File: src/rtl/instr_fetch_queue.sv
// Instruction fetch queue: issues word fetches, absorbs in-order responses, drops stale ones after redirect.
// Optional FETCH_QUEUE_BYPASS_EN forwards a response straight to InstrF when the queue is empty.
module instr_fetch_queue #(
    parameter int unsigned DEPTH    = 4,
    parameter logic [31:0] RESET_PC = 32'h0
) (
    input  logic        clk,
    input  logic        reset,
    output logic        IMemReq,
    output logic [31:0] IMemAddr,
    input  logic        IMemReady,
    input  logic        IMemRvalid,
    input  logic [31:0] IMemRdata,
    input  logic        RedirectF,
    input  logic [31:0] RedirectPC,
    input  logic        StallF,
    output logic [31:0] InstrF,
    output logic [31:0] PCF,
    output logic        InstrValidF
);

    localparam int unsigned PW = $clog2(DEPTH);
    localparam int unsigned CW = $clog2(DEPTH + 1);
    localparam logic [CW:0] DEPTH_C = (CW + 1)'(DEPTH);
    localparam logic [31:0] WORD_MASK = 32'hFFFF_FFFC;

    logic [31:0]   fetch_addr;
    logic [31:0]   resp_pc;
    logic [CW-1:0] count;
    logic [CW-1:0] inflight;
    logic [CW-1:0] drop;
    logic [PW-1:0] wr_ptr;
    logic [PW-1:0] rd_ptr;
    logic          started;
    logic [31:0]   q_instr [DEPTH];
    logic [31:0]   q_pc    [DEPTH];

    logic [31:0]   redirect_base;
    logic [CW:0]   occupancy;
    logic          accept;
    logic          resp_keep;
    logic          head_valid;
    logic          bypass;
    logic          push;
    logic          pop;
    logic          pop_head;

    assign redirect_base = RedirectPC & WORD_MASK;
    assign occupancy     = {1'b0, count} + {1'b0, inflight};

    // Counting in-flight requests against free slots means a response always has room.
    assign IMemReq  = started & ~RedirectF & (occupancy < DEPTH_C);
    assign IMemAddr = fetch_addr;
    assign accept   = IMemReq & IMemReady;

    assign resp_keep  = IMemRvalid & (drop == '0) & ~RedirectF;
    assign head_valid = (count != '0);

`ifdef FETCH_QUEUE_BYPASS_EN
    assign bypass      = resp_keep & ~head_valid;
    assign InstrValidF = head_valid | bypass;
    assign InstrF      = bypass ? IMemRdata :
                         head_valid ? q_instr[rd_ptr] : '0;
    assign PCF         = bypass ? resp_pc :
                         head_valid ? q_pc[rd_ptr] : '0;
`else
    assign bypass      = 1'b0;
    assign InstrValidF = head_valid;
    assign InstrF      = head_valid ? q_instr[rd_ptr] : '0;
    assign PCF         = head_valid ? q_pc[rd_ptr] : '0;
`endif

    assign pop      = InstrValidF & ~StallF & ~RedirectF;
    assign pop_head = pop & head_valid;
    // A bypassed word consumed this cycle never enters storage.
    assign push     = resp_keep & ~(bypass & ~StallF);

    always_ff @(posedge clk or posedge reset) begin
        if (reset) begin
            started    <= 1'b0;
            fetch_addr <= RESET_PC & WORD_MASK;
            resp_pc    <= RESET_PC & WORD_MASK;
            count      <= '0;
            inflight   <= '0;
            drop       <= '0;
            wr_ptr     <= '0;
            rd_ptr     <= '0;
        end else begin
            started  <= 1'b1;
            inflight <= inflight + CW'(accept) - CW'(IMemRvalid);
            if (RedirectF) begin
                // Every request still outstanding after this edge is stale.
                fetch_addr <= redirect_base;
                resp_pc    <= redirect_base;
                count      <= '0;
                wr_ptr     <= '0;
                rd_ptr     <= '0;
                drop       <= inflight - CW'(IMemRvalid);
            end else begin
                if (accept) begin
                    fetch_addr <= fetch_addr + 32'd4;
                end
                if (IMemRvalid && (drop != '0)) begin
                    drop <= drop - CW'(1);
                end
                if (resp_keep) begin
                    resp_pc <= resp_pc + 32'd4;
                end
                if (push) begin
                    wr_ptr <= wr_ptr + PW'(1);
                end
                if (pop_head) begin
                    rd_ptr <= rd_ptr + PW'(1);
                end
                count <= count + CW'(push) - CW'(pop_head);
            end
        end
    end

    always_ff @(posedge clk) begin
        if (push) begin
            q_instr[wr_ptr] <= IMemRdata;
            q_pc[wr_ptr]    <= resp_pc;
        end
    end

endmodule
File: config.mk
export PLATFORM = sky130hd
export DESIGN_NAME = instr_fetch_queue
export DESIGN_NICKNAME = d
export VERILOG_FILES = /design/src/rtl/instr_fetch_queue.sv
export SDC_FILE = /design/constraint.sdc
export NUM_CORES = 1
export LEC_CHECK = 0
export ABC_AREA = 1
export CORE_ASPECT_RATIO = 0.8
export CORE_MARGIN = 3
export CORE_UTILIZATION = 69
export CTS_BUF_LIST = sky130_fd_sc_hd__clkbuf_4
export DETAILED_ROUTE_END_ITERATION = 10
export DONT_BUFFER_PORTS = 1
export PLACE_DENSITY = 0.84
export SLEW_MARGIN = 20
export SYNTH_ARGS = -nofsm -noshare
export SYNTH_HDL_FRONTEND = slang
export SYNTH_SLANG_ARGS = --single-unit
File: constraint.sdc
create_clock -name clk -period 8.2 [get_ports clk]
set_input_delay 1.23 -clock clk [delete_from_list [all_inputs] [get_ports clk]]
set_output_delay 1.23 -clock clk [all_outputs]
set_load 0.1 [all_outputs]
Word level (Yosys, flattened, before mapping)
Memories as Yosys holds them, arrays and structs flattened.
Index checks and enable logic that the tools add are counted.
{"block": "totals", "ff_bits": 78, "ram_bits": 256, "out_inout_bits": 98, "mem_count": 2}
{"block": "classes", "add_sub_neg": 11, "bitwise_logic": 10, "mux": 15, "n_lt_le_gt_ge": 1, "reduce_logical": 8}
{"name": "q_instr", "depth": 4, "word_bits": 32, "rd": 1, "rd_ports_with_merged_regs": 0, "write_ports": 1, "line_no": "35", "text": "logic [31:0] q_instr [DEPTH];"}
{"name": "q_pc", "depth": 4, "word_bits": 32, "rd": 1, "rd_ports_with_merged_regs": 0, "write_ports": 1, "line_no": "36", "text": "logic [31:0] q_pc [DEPTH];"}
{"cell": "2-to-1 mux 32 bit", "count": 6}
{"cell": "adder 32 x 3 -> 32 bit, second input constant", "count": 2}
{"cell": "2-to-1 mux 3 bit", "count": 3}
{"cell": "subtractor 3 x 1 -> 3 bit", "count": 3}
{"cell": "bitwise AND 1 bit", "count": 8}
{"cell": "2-to-1 mux 2 bit", "count": 4}
{"cell": "nonzero test 2 bit", "count": 4}
{"cell": "adder 3 x 1 -> 3 bit", "count": 2}
{"cell": "nonzero test 3 bit", "count": 2}
{"cell": "adder 2 x 1 -> 2 bit, second input constant", "count": 2}
{"cell": "adder 3 x 3 -> 4 bit", "count": 1}
{"cell": "< comparator 4 x 3 -> 1 bit, second input constant", "count": 1}
{"cell": "zero test 3 bit", "count": 1}
{"cell": "subtractor 3 x 1 -> 3 bit, second input constant", "count": 1}
{"cell": "2-to-1 mux 1 bit", "count": 2}
{"cell": "NOT 1 bit", "count": 2}
{"cell": "logical AND 1 bit", "count": 1}

Logic depth before layout (Yosys ltp)
Gate-level depths: netlist of the first run.
{"block": "logic_depth", "word_depth": 6, "mapped_depth": 12, "mapped_depth_nobuf": 12}

Worst setup path after synthesis of the first run
Ideal clock, no wire load.
{"block": "synth_timing", "path_type": "in2reg", "startpoint": "input port IMemRvalid", "endpoint": "memory q_instr[0][0], enable pin", "stages": 4, "path_slack_ns": 3.512, "required_ns": 7.718, "t_arrival_ns": 4.206, "path_buffers": 0, "path_cell_list": "nand3_2 -> inv_2 -> nand2_4 -> nor2_1"}
{"block": "synth_via", "elab_chain_cells": 4}
{"item": "start: declaration", "line_no": "12", "text": "input logic IMemRvalid,"}
{"item": "bitwise AND 1 bit (2 in series)", "line_no": "56", "text": "assign resp_keep = IMemRvalid & (drop == '0) & ~RedirectF;"}
{"item": "2-to-1 mux 1 bit", "line_no": "121", "text": "if (push) begin"}
{"item": "2-to-1 mux 1 bit (not written as such)", "line_no": "122", "text": "q_instr[wr_ptr] <= IMemRdata;"}
{"item": "end: declaration", "line_no": "35"}
Every way passes these cells.

Worst setup path in the final report of the first run
{"block": "layout_timing", "startpoint": "register count[1]", "endpoint": "output port InstrF[0]"}
{"block": "layout_via", "elab_chain_cells": 2}
{"item": "start: declaration", "line_no": "29", "text": "logic [CW-1:0] count;"}
{"item": "start signal: assignment", "line_no": "115", "text": "count <= count + CW'(push) - CW'(pop_head);"}
{"item": "nonzero test 3 bit", "line_no": "57", "text": "assign head_valid = (count != '0);"}
{"item": "via InstrValidF", "line_no": "19", "text": "output logic InstrValidF"}
{"item": "2-to-1 mux 32 bit", "line_no": "69", "text": "assign InstrF = head_valid ? q_instr[rd_ptr] : '0;"}
{"item": "end: declaration", "line_no": "17", "text": "output logic [31:0] InstrF,"}
The timed path passes the listed nets, and every way through them passes these cells.

==> flow_metrics.env, run 1 <==
export IMPL_synth_top_family_by_area="simple AND/OR/NAND/NOR gates"
export IMPL_synth_area_sq_um=14900
export IMPL_wl_mm=36.4
export IMPL_clockBufferDepth=3
export IMPL_antenna_found_initial=1
export IMPL_drive_gt1_share_pct=18.1
export IMPL_hold_viol=0
export IMPL_die_height_microns=138
export IMPL_setup_tns_ps=0
export IMPL_sw_frac_of_total_pct=52.1
export IMPL_r2r_start="drop[1]$_DFFE_PP0P_"
export IMPL_rows=47
export IMPL_cp_max_fo=47
export IMPL_reg2reg_slack_ps=5050
export IMPL_synth_xor_area_share_pct=0.998
export IMPL_die_w_microns=170
export IMPL_drc=0
export IMPL_hp_class="flop to flop"
export IMPL_cp_startpoint="count[1]$_DFF_PP0_"
export IMPL_io_buffer_count=0
export IMPL_power_mw=6.51
export IMPL_synth_edf_count=248
export IMPL_yosys_area_top_type="edfxtp_1"
export IMPL_ys_async_sr_fraction_pct=23.0
export IMPL_outcome="completed"
export IMPL_internal_power_mw=3.12
export IMPL_tightest_slew_ps=1190
export IMPL_r2r_end="q_pc[1][8]$_DFFE_PP_"
export IMPL_overflow=0
export IMPL_cts_buffers_inserted=79
export IMPL_synthAdderAreaFrac_pct=1.61
export IMPL_slowest_delay_ps=1000
export IMPL_core_sq_um=20900
export IMPL_comb_power_share_pct=44.3
export IMPL_ctsHtreeMaxLevel=3
export IMPL_fin_ws_ps=2580
export IMPL_synth_seq_cells=322
export IMPL_rsz0062_at_grt="no"
export IMPL_synthMuxAreaShare_pct=0
export IMPL_critPathCapture="InstrF[0]"
export IMPL_crit_path_start_kind="flop"
export IMPL_top_level_ports=168
export IMPL_ctsResizeCount=0
export IMPL_vdd_ir_drop_worst_v=0.000463
export IMPL_p_switching_mw=3.39
export IMPL_post_drt_wl_per_cell_microns=19.1
export IMPL_firstDrtPassIters=5
export IMPL_synth_compound_area_share_pct=8.81
export IMPL_required_ps=6970
export IMPL_start_util_pct=71.3
export IMPL_via_per_inst=5.96
export IMPL_end_kind="output pin"
export IMPL_ys_seq_area_share_pct=62.3
export IMPL_crit_cells=5
export IMPL_cts_tree="done"
export IMPL_grt_pass1_wl_mm=56.0
export IMPL_critical_path_slowest_cell="a21oi_2"
export IMPL_yosysMostFrequentCell="nor2_1"
export IMPL_cts_root_buf="clkbuf_4"
export IMPL_dp_hpwl_mm=22.2
export IMPL_finalCritPeriodShare_pct=68.6
export IMPL_leakage_nw=6.51
export IMPL_worstPathCellList="nor2_1, nand2_1, clkinv_2, buf_4, a21oi_2"
export IMPL_synth_top_cells_by_count="nor2_1 (324), nand2_1 (263), edfxtp_1 (248), o21ai_0 (131), inv_1 (97)"
export IMPL_area_growth_pct=12.3
export IMPL_clkSlewWorstSetupHoldPaths_ps=70
export IMPL_yosys_warnings=0
export IMPL_die_area_sq_um=23400
export IMPL_synth_cells=1517
export IMPL_crit_buf_inv=2
export IMPL_r2r_cells=7
export IMPL_synth_top_area_share_pct=49.9
export IMPL_dp_slack_ps=3350
export IMPL_cp_top_family="buffers and inverters"
export IMPL_clock_latency_ps=690
export IMPL_synth_cell_types=39
export IMPL_synthesis_area_per_instance_sq_um=9.84
export IMPL_ant_nets=0
export IMPL_synthTopCellsByArea="edfxtp_1 (50%), dfrtp_1 (12%), nor2_1 (8.1%), nand2_1 (6.6%), o21ai_0 (4.4%)"
export IMPL_power_density_nw_per_um2=389
export IMPL_first_iter_violations=1120
export IMPL_synth_simple_gate_area_share_pct=21.2
export IMPL_grt_max_degree=103
export IMPL_synth_ff_type="edfxtp_1"
export IMPL_cts_setup_buffers=0
export IMPL_nFillCells=1251
export IMPL_holdBufCountCts=0
export IMPL_fin_skew_ps=49.9
export IMPL_gp_congestion=0.941
export IMPL_clock_sinks=322
export IMPL_min_period_ps=5620
export IMPL_clockPowerShare_pct=21.1
export IMPL_worstPathArrival_ps=4390
export IMPL_worstSetupPathType="flop to output pin"
export IMPL_grt_pass1_vias=11200
export IMPL_slew_viol_final=0
export IMPL_fmax_mhz=178
export IMPL_setup_viol=0
export IMPL_drv_cap=0
export IMPL_grtUsageTotal_pct=30.8
export IMPL_maxSlewHeadroom_pct=20.6
export IMPL_pwr_share_seq_pct=34.6
export IMPL_vias=11400
export IMPL_fin_nets=1664
flip-flops by register name (all words and copies together) (netlist names):
register	count
IMemAddr	30
count	3
drop	3
inflight	3
q_instr	128
q_pc	120
rd_ptr	2
resp_pc	30
started	1
wr_ptr	2
worst min path at each step:
| stage | slack, ps | end | start | depth (start not counted) |
|---|---|---|---|---|
| 2_1_floorplan | 500 | q_pc[0][31]$_DFFE_PP_ | resp_pc[31]$_DFFE_PP0N_ | 0 |
| 4_1_cts | 550 | inflight[0]$_DFF_PP0_ | inflight[0]$_DFF_PP0_ | 1 |
| 5_1_grt | 570 | count[1]$_DFF_PP0_ | RedirectF | 1 |
| 6_report | 550 | inflight[0]$_DFF_PP0_ | inflight[0]$_DFF_PP0_ | 1 |
| 3_3_place_gp | 540 | inflight[0]$_DFF_PP0_ | inflight[0]$_DFF_PP0_ | 1 |
| 3_5_place_dp | 540 | inflight[0]$_DFF_PP0_ | inflight[0]$_DFF_PP0_ | 1 |
metrics by stage:
step	hold slack [ps]	instance area (sq um)	instances	utilization, %
final	549	16800	1908	80.1
after detailed placement	538	15600	1764	74.7
after global routing	567	16800	1908	80.1
after CTS	553	16700	1907	79.8
after global placement	540	15500	1764	74.1
after floorplan	496	14900	1520	-
worst register-to-register path: stages (launching register included):
cell	delay, ps
dfrtp_1	370
inv_1	100
ha_1	210
nand3_2	190
inv_2	220
nand2_4	180
nor2_4	880
buf_4	590
layout make-up:
type                    count  area (sq um)  area share (%)
flip-flops and latches    322          9300            55.5
multi-input cells        1022          5340            31.8
clock buffers             123           923            5.51
inverters                 111           422            2.52
well taps                 269           337            2.01
repair buffers             40           300            1.79
clock inverters            20           138           0.821
diodes                      1          2.50          0.0149
power by group through the flow:
stage	sequential [mW]	clock, mW	combinational, mW
floorplan	2.21	0	2.27
global placement	2.27	0	2.70
CTS	2.24	1.39	2.85
detailed placement	2.28	0	2.84
global route	2.27	1.48	3.01
finish	2.25	1.38	2.88
logic make-up (layout without fill, tap and decap cells):
family / Yosys count / in the layout
AND/OR/NAND/NOR: 729 / 729
XOR/XNOR: 17 / 17
other: 2 / 6
AO/OA/AOI/OAI: 253 / 253
flip-flops: 322 / 322
adder cells (fa/ha/maj): 18 / 18
buffers and inverters: 176 / 294
metal layers:
layer / up-vias / part of all wire [%] / GRT usage, % / wire length (microns)
li1: 5257 / - / - / -
met1: 5416 / 39 / 40.1 / 14300
met2: 616 / 48 / 50.6 / 17500
met3: 84 / 10 / 7.83 / 3710
met4: 0 / 2.4 / 11.8 / 882
met5: - / 0 / 0 / 0
cell usage in the layout (no fill, tap or decap), types with 3 or more instances in the layout:
master	netlist	routed
o21bai_1	4	4
dfrtp_1	74	72
buf_4	12	40
clkinv_1	0	14
clkbuf_4	0	123
nand2_2	10	10
nand2_1	263	263
o211ai_1	13	13
a31oi_1	3	3
nor2_2	5	5
nand3_1	82	82
inv_1	97	96
nor3_1	3	3
inv_2	12	13
a21oi_1	77	15
xnor2_1	6	6
conb_1	2	5
nor2_4	16	20
clkinv_2	1	3
edfxtp_1	248	248
a21oi_2	0	37
nand2_4	5	5
xor2_1	11	11
o21ai_0	131	131
ha_1	16	16
a21oi_4	0	25
nand4_1	9	9
o21ai_1	24	24
nor2_1	324	320
(Power assumes the default switching activity.)
==> run 2: changes to the inputs <==
- CORE_UTILIZATION: 69 -> 66
- PLACE_DENSITY: 0.84 -> 0.81
- clock period: 8.2 -> 5.5 ns (I/O delays scaled with it)
==> run 2 against run 1 <==
  * First-iteration DRC count shrank 0.36%
  * Wire length shrank 5.6%
  * Sequential power grew 49%
  * Via count shrank 1.7%
  * Count of clock-buffer cells in the layout shrank 7
  * Highest routed layer unchanged
  * Non-clock buffer count grew 35
  * Design area grew 0.59%
  * Cell count grew 3.3%
  * Largest cell class unchanged
  * Clock skew grew 3.4 ps
==> flow_metrics.env, run 2 (synthesis results as in run 1) <==
export IMPL_worstPathCellList="inv_2, buf_4, o21ai_0, a21oi_2, buf_4"
export IMPL_ant_nets=0
export IMPL_core_sq_um=21900
export IMPL_cp_common_cell="buf_4"
export IMPL_grt_max_degree=97
export IMPL_maxSlewHeadroom_pct=25.3
export IMPL_area_growth_pct=13.0
export IMPL_largest_reg_flops=128
export IMPL_clockBufferDepth=3
export IMPL_vias=11200
export IMPL_grt_use_met3_pct=7.34
export IMPL_ctsResizeCount=0
export IMPL_clkSlewWorstSetupHoldPaths_ps=80
export IMPL_tightest_slew_ps=1120
export IMPL_drc=0
export IMPL_io_buffer_count=0
export IMPL_worstSetupPathType="flop to output pin"
export IMPL_die_w_microns=174
export IMPL_outcome="completed"
export IMPL_grtUsageTotal_pct=28.2
export IMPL_cts_root_buf="clkbuf_4"
export IMPL_slew_viol_final=0
export IMPL_fin_nets=1697
export IMPL_slowest_delay_ps=710
export IMPL_vdd_ir_drop_worst_v=0.000477
export IMPL_overflow=0
export IMPL_start_util_pct=68.1
export IMPL_cp_top_family="buffers and inverters"
export IMPL_post_drt_wl_per_cell_microns=17.4
export IMPL_fmax_mhz=245
export IMPL_setup_viol=0
export IMPL_via_per_inst=5.67
export IMPL_finalCritPeriodShare_pct=74.3
export IMPL_power_density_nw_per_um2=576
export IMPL_crit_path_start_kind="flop"
export IMPL_nFillCells=1442
export IMPL_met2_usage_pct=44.3
export IMPL_grt_pass1_wl_mm=54.9
export IMPL_gp_congestion=0.908
export IMPL_firstDrtPassIters=6
export IMPL_setup_tns_ps=0
export IMPL_top_usage_layer="met2"
export IMPL_cp_max_fo=57
export IMPL_grt_pass1_vias=10700
export IMPL_hold_viol=0
export IMPL_die_area_sq_um=24500
export IMPL_rsz0062_at_grt="no"
export IMPL_top_level_ports=168
export IMPL_holdWs_ps=167
export IMPL_clock_latency_ps=690
export IMPL_critical_path_slowest_cell="inv_2"
export IMPL_drv_cap=0
export IMPL_final_common_cell="nor2_1"
export IMPL_dp_hpwl_mm=21.7
export IMPL_worstPathArrival_ps=3260
export IMPL_leakage_nw=6.65
export IMPL_first_iter_violations=1116
export IMPL_rows=48
export IMPL_cts_buffers_inserted=77
export IMPL_final_cell_mix="nor2_1 (320), nand2_1 (263), edfxtp_1 (248), o21ai_0 (131), clkbuf_4 (116)"
export IMPL_crit_buf_inv=3
export IMPL_ctsHtreeMaxLevel=3
export IMPL_min_period_ps=4090
export IMPL_cts_tree="done"
export IMPL_drive_gt1_share_pct=19.6
export IMPL_cts_setup_buffers=0
export IMPL_clock_sinks=322
export IMPL_grt_use_met1_pct=39.0
export IMPL_top_register="q_instr"
export IMPL_antenna_found_initial=1
export IMPL_holdBufCountCts=0
export IMPL_end_kind="output pin"
export IMPL_die_height_microns=141
export IMPL_hp_class="primary input to asynchronous set/reset pin"
export IMPL_wl_mm=34.4
export IMPL_fin_skew_ps=53.3
export IMPL_reg_top3="q_instr: 128 flops, q_pc: 120 flops"
export IMPL_required_ps=4680
## run 2: cell count changes in the layout (fill, tap and decap cells not counted), sizes merged
cell	before	now
clkinvlp	1	2
buf	40	75
clkbuf	123	116
clkinv	18	21
## run 2: worst paths after layout
path	start	end	slack [ps]	cells past startpoint
hold / removal	reset	IMemAddr[23]$_DFFE_PP0P_	170	1
hold reg to reg	inflight[0]$_DFF_PP0_	inflight[0]$_DFF_PP0_	570	1
max in group asynchronous	reset	resp_pc[18]$_DFFE_PP0N_	4380	2
setup / recovery	rd_ptr[0]$_DFFE_PP0P_	InstrF[19]	1410	5
setup reg to reg	drop[0]$_DFFE_PP0P_	q_pc[3][25]$_DFFE_PP_	2520	7
min in group clk	RedirectF	count[0]$_DFF_PP0_	230	1
## run 2: per-layer routing
| metal | up-vias | part of all wire, % |
|---|---|---|
| met4 | 0 | 1.7 |
| met1 | 5310 | 40 |
| met2 | 507 | 47 |
| met3 | 52 | 11 |
| met5 | - | 0 |
| li1 | 5307 | - |
## run 2: report_power, final
part           internal (mW)  switching, mW  total, mW  leakage (nW)
Sequential              2.82          0.525       3.35          3.13
Combinational          0.876           3.48       4.36          2.91
Clock                   1.07          0.932       2.00         0.604
## run 2: cell type report
class,count,area (sq um),share of cell area (%)
multi-input cells,1022,5150,30.5
clock buffers,116,871,5.17
diodes,1,2.50,0.0148
repair buffers,75,576,3.41
flip-flops and latches,322,9300,55.2
well taps,300,375,2.23
inverters,111,423,2.51
clock inverters,24,161,0.957
## run 2: metrics by stage
stage	utilization [%]	setup slack, ps	area, sq um	std cells	total power [mW]
2_1_floorplan	-	1220	14900	1520	6.67
3_3_place_gp	72.2	2190	15800	1830	7.68
3_5_place_dp	72.2	2150	15800	1830	7.75
4_1_cts	76.9	1380	16900	1970	9.75
5_1_grt	76.9	1200	16900	1971	10.1
6_report	76.9	1410	16900	1971	9.71
==> run 3: changes to the inputs <==
- ABC_AREA: 1 -> 0
- CORE_UTILIZATION: 66 -> 60
- PLACE_DENSITY: 0.81 -> 0.78
- clock period: 5.5 -> 3.6 ns (I/O delays scaled with it)
==> run 3 against run 2 <==
  * Sequential power is 35% higher
  * Sequential share of layout area rose by 2.0 points
  * Core utilization decreased by 2.7 points
  * Wire length is 8.8% lower
  * Non-clock buffer count rose by 75
  * Register-to-register slack worse by 1900 ps
  * First-iteration DRC count decreased by 29%
  * Critical path type unchanged
  * Largest cell class unchanged
  * Largest power group unchanged
==> flow_metrics.env, run 3 <==
export IMPL_outcome="completed"
export IMPL_multiInputGateArea_sq_um=4220
export IMPL_worstHoldStart="RedirectF"
export IMPL_overflow=0
export IMPL_internal_power_mw=7.31
export IMPL_yosys_warnings=0
export IMPL_nFillCells=1290
export IMPL_start_util_pct=62.2
export IMPL_die_w_microns=175
export IMPL_setup_viol=0
export IMPL_ys_async_sr_fraction_pct=23.0
export IMPL_maxSlewHeadroom_pct=27.2
export IMPL_synthesis_area_per_instance_sq_um=16.1
export IMPL_slew_viol_final=0
export IMPL_clkSlewWorstSetupHoldPaths_ps=70
export IMPL_setup_tns_ps=0
export IMPL_die_height_microns=141
export IMPL_placed_area_sq_um=14800
export IMPL_p_switching_mw=5.64
export IMPL_grtUsageTotal_pct=25.9
export IMPL_hp_class="primary input to flop"
export IMPL_min_period_ps=3220
export IMPL_ctsResizeCount=0
export IMPL_fmax_mhz=310
export IMPL_synthTopCellsByArea="edfxtp_1 (55%), dfrtp_1 (14%), mux4_2 (10%), nor2b_1 (2.9%), xnor2_1 (2.2%)"
export IMPL_ys_seq_area_share_pct=68.2
export IMPL_rows=48
export IMPL_drive_gt1_share_pct=35.2
export IMPL_synth_top_area_share_pct=54.6
export IMPL_r2r_end="inflight[2]$_DFF_PP0_"
export IMPL_synth_edf_count=248
export IMPL_first_iter_violations=789
export IMPL_largest_reg_flops=128
export IMPL_n_antenna_cell=0
export IMPL_io_buffer_count=0
export IMPL_end_kind="output pin"
export IMPL_final_cell_mix="edfxtp_1 (248), clkbuf_4 (121), buf_4 (105), dfrtp_1 (72)"
export IMPL_post_drt_wl_per_cell_microns=22.4
export IMPL_worstHoldEndpoint="resp_pc[31]$_DFFE_PP0N_"
export IMPL_clockPowerShare_pct=23.1
export IMPL_cts_root_buf="clkbuf_4"
export IMPL_clock_sinks=322
export IMPL_reg2reg_slack_ps=630
export IMPL_holdPathStages=2
export IMPL_drv_cap=0
export IMPL_cp_max_fo=18
export IMPL_grt_max_degree=48
export IMPL_fin_ws_ps=377
export IMPL_drc=0
export IMPL_vias=8342
export IMPL_r2r_cells=9
export IMPL_yosys_area_top_type="edfxtp_1"
export IMPL_required_ps=3060
export IMPL_sw_frac_of_total_pct=43.5
export IMPL_cts_tree="done"
export IMPL_clockBufferDepth=3
export IMPL_stdcell_area_sq_um=16300
export IMPL_tightest_slew_ps=1090
export IMPL_area_growth_pct=19.4
export IMPL_top_register="q_instr"
export IMPL_cts_buffers_inserted=77
export IMPL_die_area_sq_um=24600
export IMPL_clock_latency_ps=680
export IMPL_hold_viol=0
export IMPL_synth_seq_cells=322
export IMPL_dp_slack_ps=709
export IMPL_ant_nets=0
export IMPL_final_util_pct=74.3
export IMPL_vdd_ir_drop_worst_v=0.000400
export IMPL_via_per_inst=5.96
export IMPL_core_sq_um=21900
export IMPL_dp_hpwl_mm=19.4
export IMPL_pwr_share_seq_pct=34.8
export IMPL_synth_ff_type="edfxtp_1"
export IMPL_grt_pass1_wl_mm=49.0
export IMPL_rsz0062_at_grt="no"
export IMPL_fin_nets=1126
export IMPL_yosysMostFrequentCell="edfxtp_1"
export IMPL_wl_mm=31.3
export IMPL_leakage_nw=5.77
export IMPL_final_common_cell="edfxtp_1"
export IMPL_comb_power_share_pct=42.0
export IMPL_ff_latch_area_sq_um=9300
export IMPL_firstDrtPassIters=5
export IMPL_synth_cell_types=56
export IMPL_power_density_nw_per_um2=795
export IMPL_worstPathArrival_ps=2680
export IMPL_synth_cells=849
export IMPL_ctsHtreeMaxLevel=3
export IMPL_top_level_ports=168
export IMPL_fin_skew_ps=40.0
export IMPL_antenna_found_initial=1
export IMPL_finalCritPeriodShare_pct=89.5
export IMPL_reg_top3="q_instr: 128 flops, q_pc: 120 flops"
export IMPL_worstSetupPathType="flop to output pin"
export IMPL_crit_path_start_kind="flop"
export IMPL_synth_top_cells_by_count="edfxtp_1 (248), dfrtp_1 (74), nor2b_1 (64), mux4_2 (62), nand2_1 (47)"
export IMPL_grt_pass1_vias=8836
export IMPL_synth_area_sq_um=13600
export IMPL_r2r_start="count[2]$_DFF_PP0_"
export IMPL_gp_congestion=0.840
==> run 3: changes by cell type after synthesis, moves of 11 or more <==
cell	before	now
mux4_2	0	62
a21boi_0	0	17
xnor2_1	6	34
nor2_4	16	0
a21oi_1	77	3
o21ai_0	131	23
o21ai_1	24	1
nand2_1	263	47
nand2b_1	0	11
nor3_1	3	20
nand3_1	82	31
nor2_1	324	23
inv_1	97	24
nor2b_1	0	64
==> run 3: power by group through the flow <==
| stage | combinational (mW) | sequential (mW) | clock, mW |
|---|---|---|---|
| floorplan | 3.94 | 4.76 | 0 |
| global placement | 5.24 | 4.60 | 0 |
| detailed placement | 5.32 | 4.63 | 0 |
| CTS | 5.39 | 4.55 | 3.07 |
| global route | 5.66 | 4.54 | 3.27 |
| finish | 5.44 | 4.51 | 3.00 |
==> run 3: critical path, stage by stage, from the launching register on <==
cell	delay, ps
dfrtp_4	710
buf_4	320
mux4_2	550
nor2b_2	180
buf_4	240
==> run 3: per-stage QoR <==
step                      std cells  hold WS, ps  power [mW]
final                          1400         46.3        12.9
after global routing           1400         11.0        13.5
after CTS                      1396         1.07        13.0
after floorplan                 852          495        8.70
after global placement         1216          521        9.84
after detailed placement       1216          530        9.94
==> run 3: worst max path at each step <==
stage                     startpoint               endpoint  slack, ps  cells after the start
2_1_floorplan  rd_ptr[0]$_DFFE_PP0P_                PCF[22]        450                      4
3_3_place_gp      count[2]$_DFF_PP0_  inflight[2]$_DFF_PP0_        790                      9
3_5_place_dp      count[2]$_DFF_PP0_  inflight[2]$_DFF_PP0_        710                      9
4_1_cts        rd_ptr[0]$_DFFE_PP0P_                PCF[18]         80                      4
5_1_grt        rd_ptr[0]$_DFFE_PP0P_                PCF[18]        220                      4
6_report       rd_ptr[0]$_DFFE_PP0P_                PCF[18]        380                      4
==> run 3: kinds of logic (layout without fill, tap and decap cells) <==
logic type,count (synthesis),after routing,synth area share [%]
buf+inv,69,317,2.15
fa+ha+maj,18,18,1.76
xor+xnor,50,50,3.21
mux,69,69,10.8
simple gates,249,249,10.2
flops,322,322,68.2
other cells,2,5,0.0551
compound gates,70,70,3.63
==> run 3: repair_timing <==
action / 4_1_cts / 5_1_grt
setup buffers: 0 / 1
endpoints found under the setup margin: 0 / 4
hold buffers: 39 / 3
endpoints found under the hold margin: 194 / 3
==> run 3: per-layer routing <==
layer | vias to the layer above | routed length (microns) | global-route usage (%)
met2 | 387 | 15600 | 42.8
met5 | - | 0 | 0
met4 | 0 | 733 | 8.69
li1 | 3646 | - | -
met1 | 4240 | 12500 | 34.1
met3 | 69 | 2490 | 6.76
==> run 3: final cells by class <==
type | instances | share of cell area, %
clock buffers | 121 | 5.58
clock inverters | 20 | 0.699
inverters | 26 | 0.600
multi-input cells | 461 | 25.9
flip-flops and latches | 322 | 57.2
well taps | 300 | 2.31
repair buffers | 150 | 7.76
